File: src/rtl/credit_fifo_if.sv
// credit_fifo_if: flit write port, allocator grants and credit return.
// err_out exists only when CREDIT_FIFO_ERR_EN is defined.
interface credit_fifo_if #(
  parameter int DATA_WIDTH = 32
);
  logic [DATA_WIDTH-1:0] rx;
  logic                  valid_in;
  logic                  read_en_N;
  logic                  read_en_E;
  logic                  read_en_W;
  logic                  read_en_S;
  logic                  read_en_L;
  logic [DATA_WIDTH-1:0] data_out;
  logic                  empty_out;
  logic                  credit_out;
`ifdef CREDIT_FIFO_ERR_EN
  logic                  err_out;
`endif

  modport master (
    output rx, valid_in,
    output read_en_N, read_en_E, read_en_W,
    output read_en_S, read_en_L,
    input  data_out, empty_out, credit_out
`ifdef CREDIT_FIFO_ERR_EN
    , input err_out
`endif
  );

  modport slave (
    input  rx, valid_in,
    input  read_en_N, read_en_E, read_en_W,
    input  read_en_S, read_en_L,
    output data_out, empty_out, credit_out
`ifdef CREDIT_FIFO_ERR_EN
    , output err_out
`endif
  );
endinterface

File: src/rtl/credit_fifo.sv
// credit_fifo: 4-slot FWFT input buffer returning one credit per read.
// Define CREDIT_FIFO_ERR_EN to add the sticky err_out protocol monitor.
module credit_fifo #(
  parameter int DATA_WIDTH = 32,
  parameter int DEPTH      = 4
) (
  input logic          clk,
  input logic          reset,
  credit_fifo_if.slave bus
);
  localparam logic [2:0] FULL_CNT = 3'(DEPTH);

  logic [DATA_WIDTH-1:0] mem_q [DEPTH];
  logic [1:0] wr_ptr_q, wr_ptr_d;
  logic [1:0] rd_ptr_q, rd_ptr_d;
  logic [2:0] count_q, count_d;
  logic       credit_q, credit_d;
  logic [4:0] read_en;
  logic       read_req;
  logic       full, empty;
  logic       wr_en, rd_en;

  assign read_en = {bus.read_en_L, bus.read_en_S,
                    bus.read_en_W, bus.read_en_E,
                    bus.read_en_N};
  assign read_req = |read_en;

  // Full/empty come from registered count only, so a
  // same-cycle read never frees room for a write.
  assign full  = count_q == FULL_CNT;
  assign empty = count_q == 3'd0;
  assign wr_en = bus.valid_in & ~full;
  assign rd_en = read_req & ~empty;

  always_comb begin
    wr_ptr_d = wr_ptr_q + 2'(wr_en);
    rd_ptr_d = rd_ptr_q + 2'(rd_en);
    credit_d = rd_en;
    count_d  = count_q;
    unique case (1'b1)
      wr_en & ~rd_en: count_d = count_q + 3'd1;
      rd_en & ~wr_en: count_d = count_q - 3'd1;
      default: ;
    endcase
  end

  always_ff @(posedge clk or negedge reset) begin
    if (!reset) begin
      wr_ptr_q <= '0;
      rd_ptr_q <= '0;
      count_q  <= '0;
      credit_q <= 1'b0;
    end else begin
      wr_ptr_q <= wr_ptr_d;
      rd_ptr_q <= rd_ptr_d;
      count_q  <= count_d;
      credit_q <= credit_d;
    end
  end

  always_ff @(posedge clk) begin
    if (wr_en) mem_q[wr_ptr_q] <= bus.rx;
  end

  assign bus.data_out   = mem_q[rd_ptr_q];
  assign bus.empty_out  = empty;
  assign bus.credit_out = credit_q;

`ifdef CREDIT_FIFO_ERR_EN
  logic err_q, err_d;
  logic multi;

  always_comb begin
    multi = |(read_en & (read_en - 5'd1));
    err_d = err_q
          | (bus.valid_in & full)
          | (read_req & empty)
          | multi;
  end

  always_ff @(posedge clk or negedge reset) begin
    if (!reset) err_q <= 1'b0;
    else        err_q <= err_d;
  end

  assign bus.err_out = err_q;
`endif
endmodule

File: src/flat_wrapper.sv
// flat-port wrapper written by rule: the top's interface ports become plain ports
module credit_fifo_flat 
#(
  parameter int DATA_WIDTH = 32,
  parameter int DEPTH      = 4
)
  (clk, reset, bus_rx, bus_valid_in, bus_read_en_N, bus_read_en_E, bus_read_en_W, bus_read_en_S, bus_read_en_L, bus_data_out, bus_empty_out, bus_credit_out);
  credit_fifo_if #(.DATA_WIDTH(DATA_WIDTH)) bus_i ();
  input logic clk;
  input logic reset;
  input wire logic [$bits(bus_i.rx)-1:0] bus_rx;
  input wire logic [$bits(bus_i.valid_in)-1:0] bus_valid_in;
  input wire logic [$bits(bus_i.read_en_N)-1:0] bus_read_en_N;
  input wire logic [$bits(bus_i.read_en_E)-1:0] bus_read_en_E;
  input wire logic [$bits(bus_i.read_en_W)-1:0] bus_read_en_W;
  input wire logic [$bits(bus_i.read_en_S)-1:0] bus_read_en_S;
  input wire logic [$bits(bus_i.read_en_L)-1:0] bus_read_en_L;
  output wire logic [$bits(bus_i.data_out)-1:0] bus_data_out;
  output wire logic [$bits(bus_i.empty_out)-1:0] bus_empty_out;
  output wire logic [$bits(bus_i.credit_out)-1:0] bus_credit_out;
  assign bus_i.rx = bus_rx;
  assign bus_i.valid_in = bus_valid_in;
  assign bus_i.read_en_N = bus_read_en_N;
  assign bus_i.read_en_E = bus_read_en_E;
  assign bus_i.read_en_W = bus_read_en_W;
  assign bus_i.read_en_S = bus_read_en_S;
  assign bus_i.read_en_L = bus_read_en_L;
  assign bus_data_out = bus_i.data_out;
  assign bus_empty_out = bus_i.empty_out;
  assign bus_credit_out = bus_i.credit_out;
  credit_fifo #(.DATA_WIDTH(DATA_WIDTH), .DEPTH(DEPTH)) u_core (.clk(clk), .reset(reset), .bus(bus_i));
endmodule
File: config.mk
export PLATFORM = sky130hd
export DESIGN_NAME = credit_fifo_flat
export DESIGN_NICKNAME = d
export VERILOG_FILES = /design/src/rtl/credit_fifo_if.sv /design/src/rtl/credit_fifo.sv /design/src/flat_wrapper.sv
export SDC_FILE = /design/constraint.sdc
export NUM_CORES = 1
export LEC_CHECK = 0
export ABC_AREA = 1
export CORE_ASPECT_RATIO = 0.8
export CORE_MARGIN = 2
export CORE_UTILIZATION = 34
export CTS_BUF_LIST = sky130_fd_sc_hd__clkbuf_4
export DETAILED_ROUTE_END_ITERATION = 10
export GPL_ROUTABILITY_DRIVEN = 0
export PLACE_DENSITY = 0.5
export RECOVER_POWER = 25
export REMOVE_ABC_BUFFERS = 1
export SYNTH_ARGS = -nofsm -noshare
export SYNTH_HDL_FRONTEND = slang
export SYNTH_SLANG_ARGS = --single-unit
File: constraint.sdc
create_clock -name clk -period 4.2 [get_ports clk]
set_input_delay 0.84 -clock clk [delete_from_list [all_inputs] [get_ports clk]]
set_output_delay 0.84 -clock clk [all_outputs]
set_load 0.01 [all_outputs]
# Word-level counts from Yosys, hierarchy flattened
# Memory sizes are Yosys's and may differ from the RTL's.
# Index checks and enable logic that the tools add are counted.
[totals]
regBits = 8
ram_bits = 128
input_bits = 40
memories = 1
[memory_table]
columns = ["name", "words", "width", "rd", "rd_clocked_by_memory_dff", "write_ports", "line", "source"]
rows = [
  ["u_core.mem_q", 4, 32, 1, 0, 1, "credit_fifo.sv:13", "logic [DATA_WIDTH-1:0] mem_q [DEPTH];"],
]
[op_classes]
n_addsub = 4
n_eq_ne = 1
n_mux = 3
bitwise = 8
n_reduce_logical = 3
[ops]
columns = ["op", "n"]
rows = [
  ["$pmux W3 S2", 1],
  ["$reduce_or A5 Y1", 1],
  ["$add A2 B1 Y2", 2],
  ["$and A1 B1 Y1", 4],
  ["$not A1 Y1", 4],
  ["$add A3 B1 Y3 const B", 1],
  ["$eq A3 B3 Y1 const B", 1],
  ["$logic_not A3 Y1", 1],
  ["$sub A3 B1 Y3 const B", 1],
  ["$mux W1", 2],
  ["$reduce_bool A2 Y1", 1],
]

# Depth between registers and ports, before layout
[logic_depth]
depth_word = 6
ltp_mapped = 12

# Worst setup path before layout
# Ideal clock, no wire load.
[synth_timing]
kind = "input-to-reg"
from = "input port bus_valid_in"
to = "memory u_core.mem_q[0][0], enable pin"
setup_ns = 0.421
t_arrival_ns = 2.325
t_required_ns = 3.779
path_slack_ns = 1.453
cell_stages = 2
cell_sequence = "nand2_1 nor2_1"
[synth_between]
elab_chain_cells = 3
[synth_lines]
columns = ["element", "line", "source"]
rows = [
  ["from (decl)", "flat_wrapper.sv:12", "input wire logic [$bits(bus_i.valid_in)-1:0] bus_valid_in;"],
  ["$and A1 B1 Y1", "credit_fifo.sv:32", "assign wr_en = bus.valid_in & ~full;"],
  ["$mux W1", "credit_fifo.sv:62", "if (wr_en) mem_q[wr_ptr_q] <= bus.rx;"],
  ["$mux W1 (implied by the code)", "credit_fifo.sv:62", ""],
  ["to (decl)", "credit_fifo.sv:13", ""],
]
# Every way passes these cells.

# Final worst setup path
[layout_timing]
from = "register u_core.rd_ptr_q[0]"
to = "output port bus_data_out[4]"
[layout_between]
elab_chain_cells = 1
[layout_lines]
columns = ["element", "line", "source"]
rows = [
  ["from (decl)", "credit_fifo.sv:15", "logic [1:0] rd_ptr_q, rd_ptr_d;"],
  ["from (signal assigned)", "credit_fifo.sv:55", "rd_ptr_q <= rd_ptr_d;"],
  ["$mem_v2 Z4 W32", "--", ""],
  ["to (decl)", "flat_wrapper.sv:18", "output wire logic [$bits(bus_i.data_out)-1:0] bus_data_out;"],
]
# Every way passes these cells.

==> out/summary.txt <==
Reg2Reg Setup Slack = 2.17 ns
CTS tree = built
Maxcap violations = 0
Worst-path cell with the longest stage delay = dfrtp_4
Worst min-delay path category = reg2reg
Net Sw Frac = 0.353
GRT Overall Usage = 0.126
Die Wd = 147 um
Sequential share of the synthesized area = 0.727
Crit-path cells = buf_4 > o211ai_1 > nand2_1 > clkdlybuf4s50_1
Clock power frac = 0.162
Diode count = 0
Max_slew headroom = 0.513
Post-synthesis cell type count = 19
Fin crit period = 3.52 ns
Post-Route WL = 10500 um
Clk pin slew, worst setup/hold paths = 0.11 ns
Yosys reg bits = 136
Top cell type's share of synthesized area = 0.691
Antenna violation net count after detailed routing = 0
Clock Sink Count = 136
Initial antenna violation count = 0
Std cell rows = 41
Grt total ovfl = 0
Share of cells above drive strength 1 = 0.0819
Clock skew = 0.0133 ns
DRT Pass-1 Iters = 4
Port bufs = 73
Setup bufs post-CTS = 0
Worst-path fanout max = 68
Via density = 4.41
Synth async-reset ratio = 0.0588
WL/cell = 14.4 um
Total number of vias = 3209
Synth area leader = edfxtp_1
Post-Synthesis Cells = 423
Setup TNS = 0 ns
Crit Path Class = reg2out
CP peak stage delay = 0.88 ns
Fin worst setup slack = 0.678 ns
Status = completed
Most used standard cell by instance count after synthesis = edfxtp_1
Iter 0 DRT Violations = 175
Internal = 2.87 mW
Slew Limit Fails = 0
Vias in the first global route = 3041
H-tree Lvls = 4
Floorplan Core Area = 0.0159 mm2
Clock Latency Late Sink = 0.51 ns
Total CTS buffers = 17
DRC = 0
Die area = 0.0174 mm2
Unrepaired setup endpoints after global routing = false
Nets = 545
Critical Path AT = 2.68 ns
Area Growth Syn to Fin = 20.0%
Period Utilization, post-route = 0.839
Crit path capture type = primary output
Reg power frac = 0.444
Lkg Pwr = 2.54 nW
Final setup violation count = 0
EDFF count, synth = 128
Comb pwr share = 0.393
# hold bufs at CTS = 0
Final hold vios = 0
Clock Path Buffers = 2
CP required = 3.36 ns
CP Buf/Inv Count = 2
Largest net degree at the start of global routing = 69
First-pass GRT wire length = 16300 um
CTS root buffer = clkbuf_4
Post-DP HPWL = 5930 um
P per Cell Area = 663 mW/mm2
Max VDD drop = 357 uV
Mean Syn Cell Area = 13.2 um2
CP delay by family, top = buffers and inverters
Initial Util = 0.350
Top-Level Pins = 74
Synth warn = 0
Mapped Area = 0.00557 mm2
Worst-margin pin slew = 0.730 ns
Post-synth top flop = edfxtp_1
Maximum clock rate = 0.284 GHz
Commonest cells post-synth = edfxtp_1 (128), nand2_1 (107), inv_1 (75), o211ai_1 (60), buf_6 (11)
Post-Place Worst Slack = 1.21 ns
Post-CTS Resized = 0
Largest cells by area after synthesis = edfxtp_1 (69%), o211ai_1 (8.1%), nand2_1 (7.2%)
Sw Pwr = 1.56 mW
Die Ht = 118 um
Startpoint Class = flop
-- area by class of cell --
class	instances	area [um2]
tap	215	269
sequential	136	4050
timing repair buffer	80	783
fill	1493	9220
multi-input combinational	190	1070
inverter	76	285
clock buffer	18	135
clock inverter	13	88.8
-- layer usage --
layer	vias up	wire, um	global-route usage
li1	1612	-	-
met1	1509	5060	0.170
met2	72	4820	0.192
met3	16	428	0.0290
met4	0	161	0.0595
met5	-	0	0
-- power groups by stage --
stage	logic, mW	clock network (mW)	registers [mW]
3_3_place_gp	1.77	0	1.99
6_report	1.74	0.719	1.97
4_1_cts	1.80	0.745	1.97
5_1_grt	1.93	0.801	2.01
3_5_place_dp	1.79	0	2.00
2_1_floorplan	0.837	0	2.05
-- path summary, 6_finish.rpt --
path	endpoint	cells after the start	start
worst max-delay path	bus_data_out[4]	4	u_core.rd_ptr_q[0]$_DFF_PN0_
worst min-delay path	u_core.count_q[0]$_DFFE_PN0P_	1	u_core.count_q[0]$_DFFE_PN0P_
worst max register to register	u_core.count_q[2]$_DFFE_PN0P_	10	u_core.count_q[0]$_DFFE_PN0P_
worst min register to register	u_core.count_q[0]$_DFFE_PN0P_	1	u_core.count_q[0]$_DFFE_PN0P_
max in group asynchronous	u_core.rd_ptr_q[0]$_DFF_PN0_	1	reset
min in group asynchronous	u_core.count_q[2]$_DFFE_PN0P_	1	reset
-- cells in the final DEF, fill, tap and decap left out --
cell type and count:
edfxtp_1 128, nand2_1 107, inv_1 75, o211ai_1 60
clkdlybuf4s50_1 53, dlygate4sd3_1 20, clkbuf_4 18, clkinv_1 7
buf_4 7, dfrtp_1 6, o211ai_2 4, nor2_4 4
nand3_1 3, ha_1 3, clkinvlp_4 3, nor2_1 2
o21ai_0 2, xor2_1 2, clkinv_2 2, inv_2 1
xnor2_1 1, nand4_1 1, fa_1 1, bufinv_16 1
dfrtp_4 1, dfrtp_2 1
-- registers in the layout, indices dropped and copies added, names as in the netlist --
signal and flops:
u_core.wr_ptr_q 2, u_core.count_q 3, u_core.bus.credit_out 1, u_core.mem_q 128, u_core.rd_ptr_q 2
-- per-stage QoR --
step / instances / hold slack (ns) / util / power, mW / cell area [um2]
after global routing: 728 / 0.517 / 0.420 / 4.74 / 6680
final: 728 / 0.490 / 0.420 / 4.43 / 6680
after CTS: 728 / 0.491 / 0.420 / 4.51 / 6680
after global placement: 697 / 0.466 / 0.406 / 3.76 / 6460
after detailed placement: 697 / 0.471 / 0.406 / 3.79 / 6460
after floorplan: 402 / 0.446 / - / 2.89 / 5370
-- kinds of logic (layout without fill, tap and decap cells) --
group | after synthesis | count (layout) | share of synthesized area
and+or+nand+nor | 117 | 117 | 0.0800
buffers and inverters | 97 | 187 | 0.0866
adders and majority gates | 4 | 4 | 0.0103
AOI/OAI and AO/OA | 66 | 66 | 0.0917
xor gates and xnor gates | 3 | 3 | 0.00472
DFF | 136 | 136 | 0.727
No activity file was read; power rests on OpenSTA's default activity.
